==> config.mk <==
export PLATFORM = sky130hd
export DESIGN_NAME = seq_divider
export DESIGN_NICKNAME = d
export VERILOG_FILES = /design/src/rtl/seq_divider.sv
export SDC_FILE = /design/constraint.sdc
export NUM_CORES = 1
export LEC_CHECK = 0
export CAP_MARGIN = 10
export CELL_PAD_IN_SITES_DETAIL_PLACEMENT = 1
export CELL_PAD_IN_SITES_GLOBAL_PLACEMENT = 1
export CORE_MARGIN = 5
export CORE_UTILIZATION = 53
export CTS_CLUSTER_SIZE = 24
export DETAILED_ROUTE_END_ITERATION = 10
export DONT_BUFFER_PORTS = 1
export PLACE_DENSITY = 0.95
export SKIP_CTS_REPAIR_TIMING = 1
export SLEW_MARGIN = 25
export SYNTH_ARGS = -nofsm -noshare
export SYNTH_HDL_FRONTEND = slang
export SYNTH_SLANG_ARGS = --single-unit
export TNS_END_PERCENT = 30
==> constraint.sdc <==
create_clock -name clk -period 5.64 [get_ports clk]
set_input_delay 0.564 -clock clk [delete_from_list [all_inputs] [get_ports clk]]
set_output_delay 0.564 -clock clk [all_outputs]
set_load 0.03 [all_outputs]
==> src/rtl/seq_divider.sv <==
// Iterative unsigned divider. It uses non-restoring division and produces one quotient bit per clock.
// Valid/ready handshakes on the operand and result sides let it sit between pipeline registers.
module seq_divider #(
    parameter int DATA_WIDTH = 18
) (
    input  logic                  clk,
    input  logic                  rst_n,
    input  logic                  in_valid,
    output logic                  in_ready,
    input  logic [DATA_WIDTH-1:0] dividend,
    input  logic [DATA_WIDTH-1:0] divisor,
    output logic                  out_valid,
    input  logic                  out_ready,
    output logic [DATA_WIDTH-1:0] quotient,
    output logic [DATA_WIDTH-1:0] remainder,
    output logic                  div_by_zero
);

    // Handshake: a transfer happens on a rising edge where valid and ready are both high.
    // The producer keeps valid and its data steady until that edge.
    // Readiness never depends combinationally on the opposite valid.

    localparam int CW = (DATA_WIDTH > 1) ? $clog2(DATA_WIDTH) : 1;

    typedef enum logic [1:0] {
        IDLE = 2'd0,
        CALC = 2'd1,
        FIX  = 2'd2,
        DONE = 2'd3
    } state_t;

    state_t state;
    state_t state_next;

    logic [CW-1:0]         count;
    logic [DATA_WIDTH:0]   p_reg;
    logic [DATA_WIDTH-1:0] q_reg;
    logic [DATA_WIDTH-1:0] d_reg;
    logic [DATA_WIDTH:0]   d_ext;
    logic [DATA_WIDTH:0]   p_shift;
    logic [DATA_WIDTH:0]   p_step;
    logic [DATA_WIDTH:0]   p_fix;
    logic                  zero_div;

    assign in_ready  = (state == IDLE);
    assign out_valid = (state == DONE);
    assign zero_div  = (divisor == '0);

    always_ff @(posedge clk or negedge rst_n) begin
        if (!rst_n) state <= IDLE;
        else        state <= state_next;
    end

    always_comb begin
        state_next = state;
        unique case (state)
            IDLE: if (in_valid) state_next = zero_div ? DONE : CALC;
            CALC: if (count == '0) state_next = FIX;
            FIX:  state_next = DONE;
            DONE: if (out_ready) state_next = IDLE;
            default: state_next = IDLE;
        endcase
    end

    // The add/subtract choice uses the sign of P from before the shift.
    // Intermediate wrap in DATA_WIDTH+1 bits is harmless because the result always fits.
    always_comb begin
        d_ext   = {1'b0, d_reg};
        p_shift = {p_reg[DATA_WIDTH-1:0], q_reg[DATA_WIDTH-1]};
        p_step  = p_reg[DATA_WIDTH] ? (p_shift + d_ext) : (p_shift - d_ext);
        p_fix   = p_reg[DATA_WIDTH] ? (p_reg + d_ext) : p_reg;
    end

    always_ff @(posedge clk or negedge rst_n) begin
        if (!rst_n) begin
            count       <= '0;
            p_reg       <= '0;
            q_reg       <= '0;
            d_reg       <= '0;
            quotient    <= '0;
            remainder   <= '0;
            div_by_zero <= 1'b0;
        end else begin
            unique case (state)
                IDLE: begin
                    if (in_valid) begin
                        d_reg <= divisor;
                        q_reg <= dividend;
                        p_reg <= '0;
                        count <= CW'(DATA_WIDTH - 1);
                        if (zero_div) begin
                            quotient    <= '1;
                            remainder   <= dividend;
                            div_by_zero <= 1'b1;
                        end
                    end
                end
                CALC: begin
                    p_reg <= p_step;
                    q_reg <= {q_reg[DATA_WIDTH-2:0], ~p_step[DATA_WIDTH]};
                    if (count != '0) count <= count - CW'(1);
                end
                FIX: begin
                    quotient    <= q_reg;
                    remainder   <= p_fix[DATA_WIDTH-1:0];
                    div_by_zero <= 1'b0;
                end
                default: ;
            endcase
        end
    end

endmodule
# --- Word level (Yosys, flattened, before mapping) ---
# Index checks and enable logic that the tools add are counted.
totals:
  word_cells: 55
  latch_bits: 0
  ramBits: 0
  mem_count: 0
  regBits: 99
  mem_bits_ro: 0
  output_inout_bits: 39
  inputBits: 40
classes:
  n_bitwise: 1
  n_div: 0
  add_sub_neg: 4
  n_reduce_logical: 11
  n_eq_ne: 8
  n_shift: 0
  multipliers: 0
  n_lt_le_gt_ge: 0
  muxes: 23
op_table:
  columns: ["op", "count"]
  rows:
  - ["$mux W18", 6]
  - ["$pmux W18 S2", 3]
  - ["$mux W19", 2]
  - ["$pmux W19 S2", 1]
  - ["$add A19 B18 Y19", 1]
  - ["$sub A19 B18 Y19", 1]
  - ["$add A18 B18 Y18", 1]
  - ["$logic_not A18 Y1", 1]
  - ["$mux W5", 2]
  - ["$pmux W5 S2", 1]
  - ["$reduce_and A3 Y1", 3]
  - ["$mux W2", 4]
  - ["$pmux W2 S4", 1]
  - ["$ne A2 B2 Y1 const B", 3]
  - ["$logic_not A5 Y1", 1]
  - ["$reduce_bool A5 Y1", 1]
  - ["$sub A5 B1 Y5 const B", 1]
  - ["$eq A2 B2 Y1 const B", 2]
  - ["$ne A2 B1 Y1 const B", 2]
  - ["$reduce_and A2 Y1", 2]
  - ["$reduce_bool A2 Y1", 2]
  - ["$eq A2 B1 Y1 const B", 1]
  - ["$logic_not A2 Y1", 1]
  - ["$mux W1", 2]
  - ["2 further kinds", 2]

# --- Logic depth before layout (Yosys ltp) ---
depth:
  depth_word: 4
  mapped_depth: 15
  depth_no_buf: 15

# --- Worst setup path after synthesis ---
# OpenSTA, ideal clock, no wires.
synth_path:
  path_kind: "register to register"
  from: "register d_reg[5]"
  to: "register q_reg[0]"
  arrival_ns: 3.691
  slack_ns: 1.813
  path_buffers: 0
  t_required_ns: 5.504
  path_stages_with_launch: 14
  setup_time_ns: 0.136
  path_cell_list: "dfrtp_1 -> or4_4 -> or4_2 -> nand2b_1 -> xnor2_1 -> ha_1 -> and4_1 -> a211oi_1 -> o21ai_1 -> a41oi_1 -> a2bb2oi_1 -> o21ai_0 -> nor4_1 -> o21ai_0"
synth_via:
  elab_chain_cells: 4
  word_cells_on_any_way: 5
synth_rtl:
  columns: ["item", "line", "text"]
  rows:
  - ["start: declaration", "38", "logic [DATA_WIDTH-1:0] d_reg;"]
  - ["start signal: assignment", "87", "d_reg <= divisor;"]
  - ["$sub A19 B18 Y19 or $add A19 B18 Y19 (tied branches)", "70", "p_step = p_reg[DATA_WIDTH] ? (p_shift + d_ext) : (p_shift - d_ext);"]
  - ["$mux W19 (*)", "70", null]
  - ["$not A1 Y1 (*)", "100", "q_reg <= {q_reg[DATA_WIDTH-2:0], ~p_step[DATA_WIDTH]};"]
  - ["$pmux W18 S2 (*)", "84", "unique case (state)"]
  - ["end signal: assignment", "88", "q_reg <= dividend;"]
  - ["end signal: assignment", "100", null]
  - ["end: declaration", "37", "logic [DATA_WIDTH-1:0] q_reg;"]
# Mark *: on every way between the ends. The rest lies on a longest branch, timed or not.
# A chain may end at the register's enable or synchronous reset.

# --- Worst setup path in the final report ---
# Ends and elaborated chain as after synthesis.

==> results.sh <==
export IMPL_antenna_found_initial=0
export IMPL_drv_slew=0
export IMPL_min_path_type="input port to async pin"
export IMPL_synthFlopType="dfrtp_1"
export IMPL_crit_path_top_delay_cell="or4_2"
export IMPL_swShare=0.531
export IMPL_postRouteAntennaNets=0
export IMPL_r2r_start="d_reg[5]"
export IMPL_synth_async_reset_ratio=1.00
export IMPL_skew_ps=4.83
export IMPL_avgSynthCellArea_um2=9.16
export IMPL_drt_iter0_drc=582
export IMPL_grt_usage=0.301
export IMPL_rsz0062_at_grt="false"
export IMPL_final_hold_violation_count=0
export IMPL_synth_nets=796
export IMPL_critPathArrivalTime_ps=5040
export IMPL_p_seq_frac=0.305
export IMPL_final_common_cell="dfrtp_1"
export IMPL_port_buffers=0
export IMPL_cts_htree_levels=3
export IMPL_wirelength_um=23500
export IMPL_path_cells="or4_4 -> or4_2 -> nand2b_1 -> xnor2_1 -> ha_1 -> and4_1 -> a211oi_1 -> o21ai_1 -> a41oi_1 -> a2bb2oi_1 -> o21ai_0 -> nor4_1 -> o21ai_0"
export IMPL_slew_headroom=0.397
export IMPL_drtPass1Iterations=6
export IMPL_largest_reg_flops=19
export IMPL_dieArea_um2=14600
export IMPL_synth_seq_cells=99
export IMPL_dieWidth_um=121
export IMPL_critPathTopFamily="simple AND/OR/NAND/NOR gates"
export IMPL_cts_num_sinks=99
export IMPL_p_leak_nw=2.98
export IMPL_status="finished, final reports clean"
export IMPL_cts_inserted_buffers=9
export IMPL_clk_pin_slew_worst_paths_ps=70
export IMPL_crit_top_cell="o21ai_0"
export IMPL_yosys_area_top_type="dfrtp_1"
export IMPL_viasPerCell=6.99
export IMPL_rows=40
export IMPL_tns_ps=0
export IMPL_grt_pass1_vias=6311
export IMPL_coreArea_um2=12100
export IMPL_die_y_um=121
export IMPL_maxCapViolations=0
export IMPL_io_pin_count=79
export IMPL_period_share=0.855
export IMPL_fin_crit_ps=4820
export IMPL_ys_warn_count=0
export IMPL_initial_core_util=0.541
export IMPL_cts_root_buf="clkbuf_16"
export IMPL_drc_errors=0
export IMPL_critPathKind="flop to flop"
export IMPL_end_kind="flop"
export IMPL_syn2layout_area_growth_pct=6.52
export IMPL_diodes=0
export IMPL_irDropWorstVdd_uv=236
export IMPL_p_total_w=0.00546
export IMPL_grt_pass1_wl_um=34700
export IMPL_p_sw_w=0.00290
export IMPL_synth_cell_area_um2=6530
export IMPL_synth_distinct_cells=64
export IMPL_mostFrequentLayoutCells="dfrtp_1, nand2_1, nor2_1"
export IMPL_vias=6077
export IMPL_power_internal_w=0.00256
export IMPL_max_freq_mhz=207
export IMPL_layout_nets=780
export IMPL_clock_power_share=0.113
export IMPL_path_max_fanout=6
export IMPL_wl_per_cell_um=27.1
export IMPL_cp_slowest_stage_delay_ps=640
export IMPL_synth_edf_count=0
export IMPL_powerDensity_nw_per_um2=786
export IMPL_grt_remaining_overflow=0
export IMPL_clockBufferDepth=2
export IMPL_cts_tree="done"
export IMPL_crit_required_ps=5860
export IMPL_combPwrFrac=0.582
export IMPL_clkLatencyLatePin_ps=360
export IMPL_gp_congestion=0.914
export IMPL_setup_viol_count_final=0
export IMPL_ys_seq_area_frac=0.380
export IMPL_syn_inst=712
export IMPL_grt_max_degree=100
export IMPL_cp_num_buf_inv=0
export IMPL_fill_cells=1371
export IMPL_dp_hpwl_um=15400
export IMPL_startpoint_type="flop"
export IMPL_drive_above_1_share=0.0799
export IMPL_synth_area_top_cells="dfrtp_1, ha_1, o21ai_0"
export IMPL_synth_top_area_share=0.380
export IMPL_worst_pin_slew_ps=903
export IMPL_crit_start="d_reg[5]"
-- power groups by stage --
stage	Sequential (W)	Combinational [W]	Clock, W
after floorplan	0.00146	0.00231	0
after detailed placement	0.00164	0.00294	0
after global placement	0.00160	0.00268	0
after CTS	0.00163	0.00302	0.000605
after global routing	0.00169	0.00342	0.000635
final	0.00166	0.00318	0.000618
-- through the flow --
stage / setup WS, ps / hold slack (ps) / cells / utilization / cell area, um2
6_report: 820 / 118 / 869 / 0.576 / 6950
3_5_place_dp: 1230 / 271 / 852 / 0.551 / 6640
2_1_floorplan: 1810 / 268 / 712 / - / 6530
3_3_place_gp: 1520 / 271 / 852 / 0.550 / 6640
4_1_cts: 943 / -108 / 868 / 0.574 / 6920
5_1_grt: 613 / 180 / 869 / 0.576 / 6950
-- area by class of cell --
cell class | instances | area (um2) | share of cell area
sequential | 99 | 2480 | 0.356
clock inverter | 5 | 38.8 | 0.00558
inverter | 20 | 75.1 | 0.0108
tap | 168 | 210 | 0.0302
timing repair buffer | 7 | 72.6 | 0.0104
multi-input combinational | 559 | 3830 | 0.552
clock buffer | 11 | 243 | 0.0349
-- path summary, 6_finish.rpt --
check | end | slack (ps) | cells after the start
min in group clk | d_reg[11] | 350 | 1
setup reg to reg | q_reg[0] | 820 | 13
max in group asynchronous | p_reg[7] | 5100 | 1
hold / removal | q_reg[1] | 120 | 1
setup / recovery | q_reg[0] | 820 | 13
hold reg to reg | quotient[4] | 530 | 1
-- cell usage after synthesis (6+ instances only) --
master / n
nor4_1: 6
inv_1: 19
mux2_2: 22
o21bai_1: 15
nand4_1: 8
xnor2_1: 16
a21o_1: 9
nand2b_1: 7
nor2_1: 64
o22a_1: 18
o31ai_1: 11
a21oi_1: 52
mux2i_1: 22
nor3_1: 21
nand3_1: 11
dfrtp_1: 99
nor2b_1: 6
nand2_1: 66
o21ai_0: 60
ha_1: 42
xor2_1: 29
clkbuf_1: 31
a211oi_1: 6
-- layer usage --
layer / GRT usage / wire, um
met1: 0.346 / 8590
met2: 0.527 / 11800
met3: 0.0583 / 1980
met4: 0.159 / 1230
met5: 0 / 0
-- logic make-up after synthesis --
group	synth area share
AO/OA/AOI/OAI	0.213
XOR/XNOR	0.0604
adder cells (fa/ha/maj)	0.0867
buffers and inverters	0.0357
flip-flops	0.380
multiplexers	0.0717
AND/OR/NAND/NOR	0.153
Power figures use the tool's default switching activity.
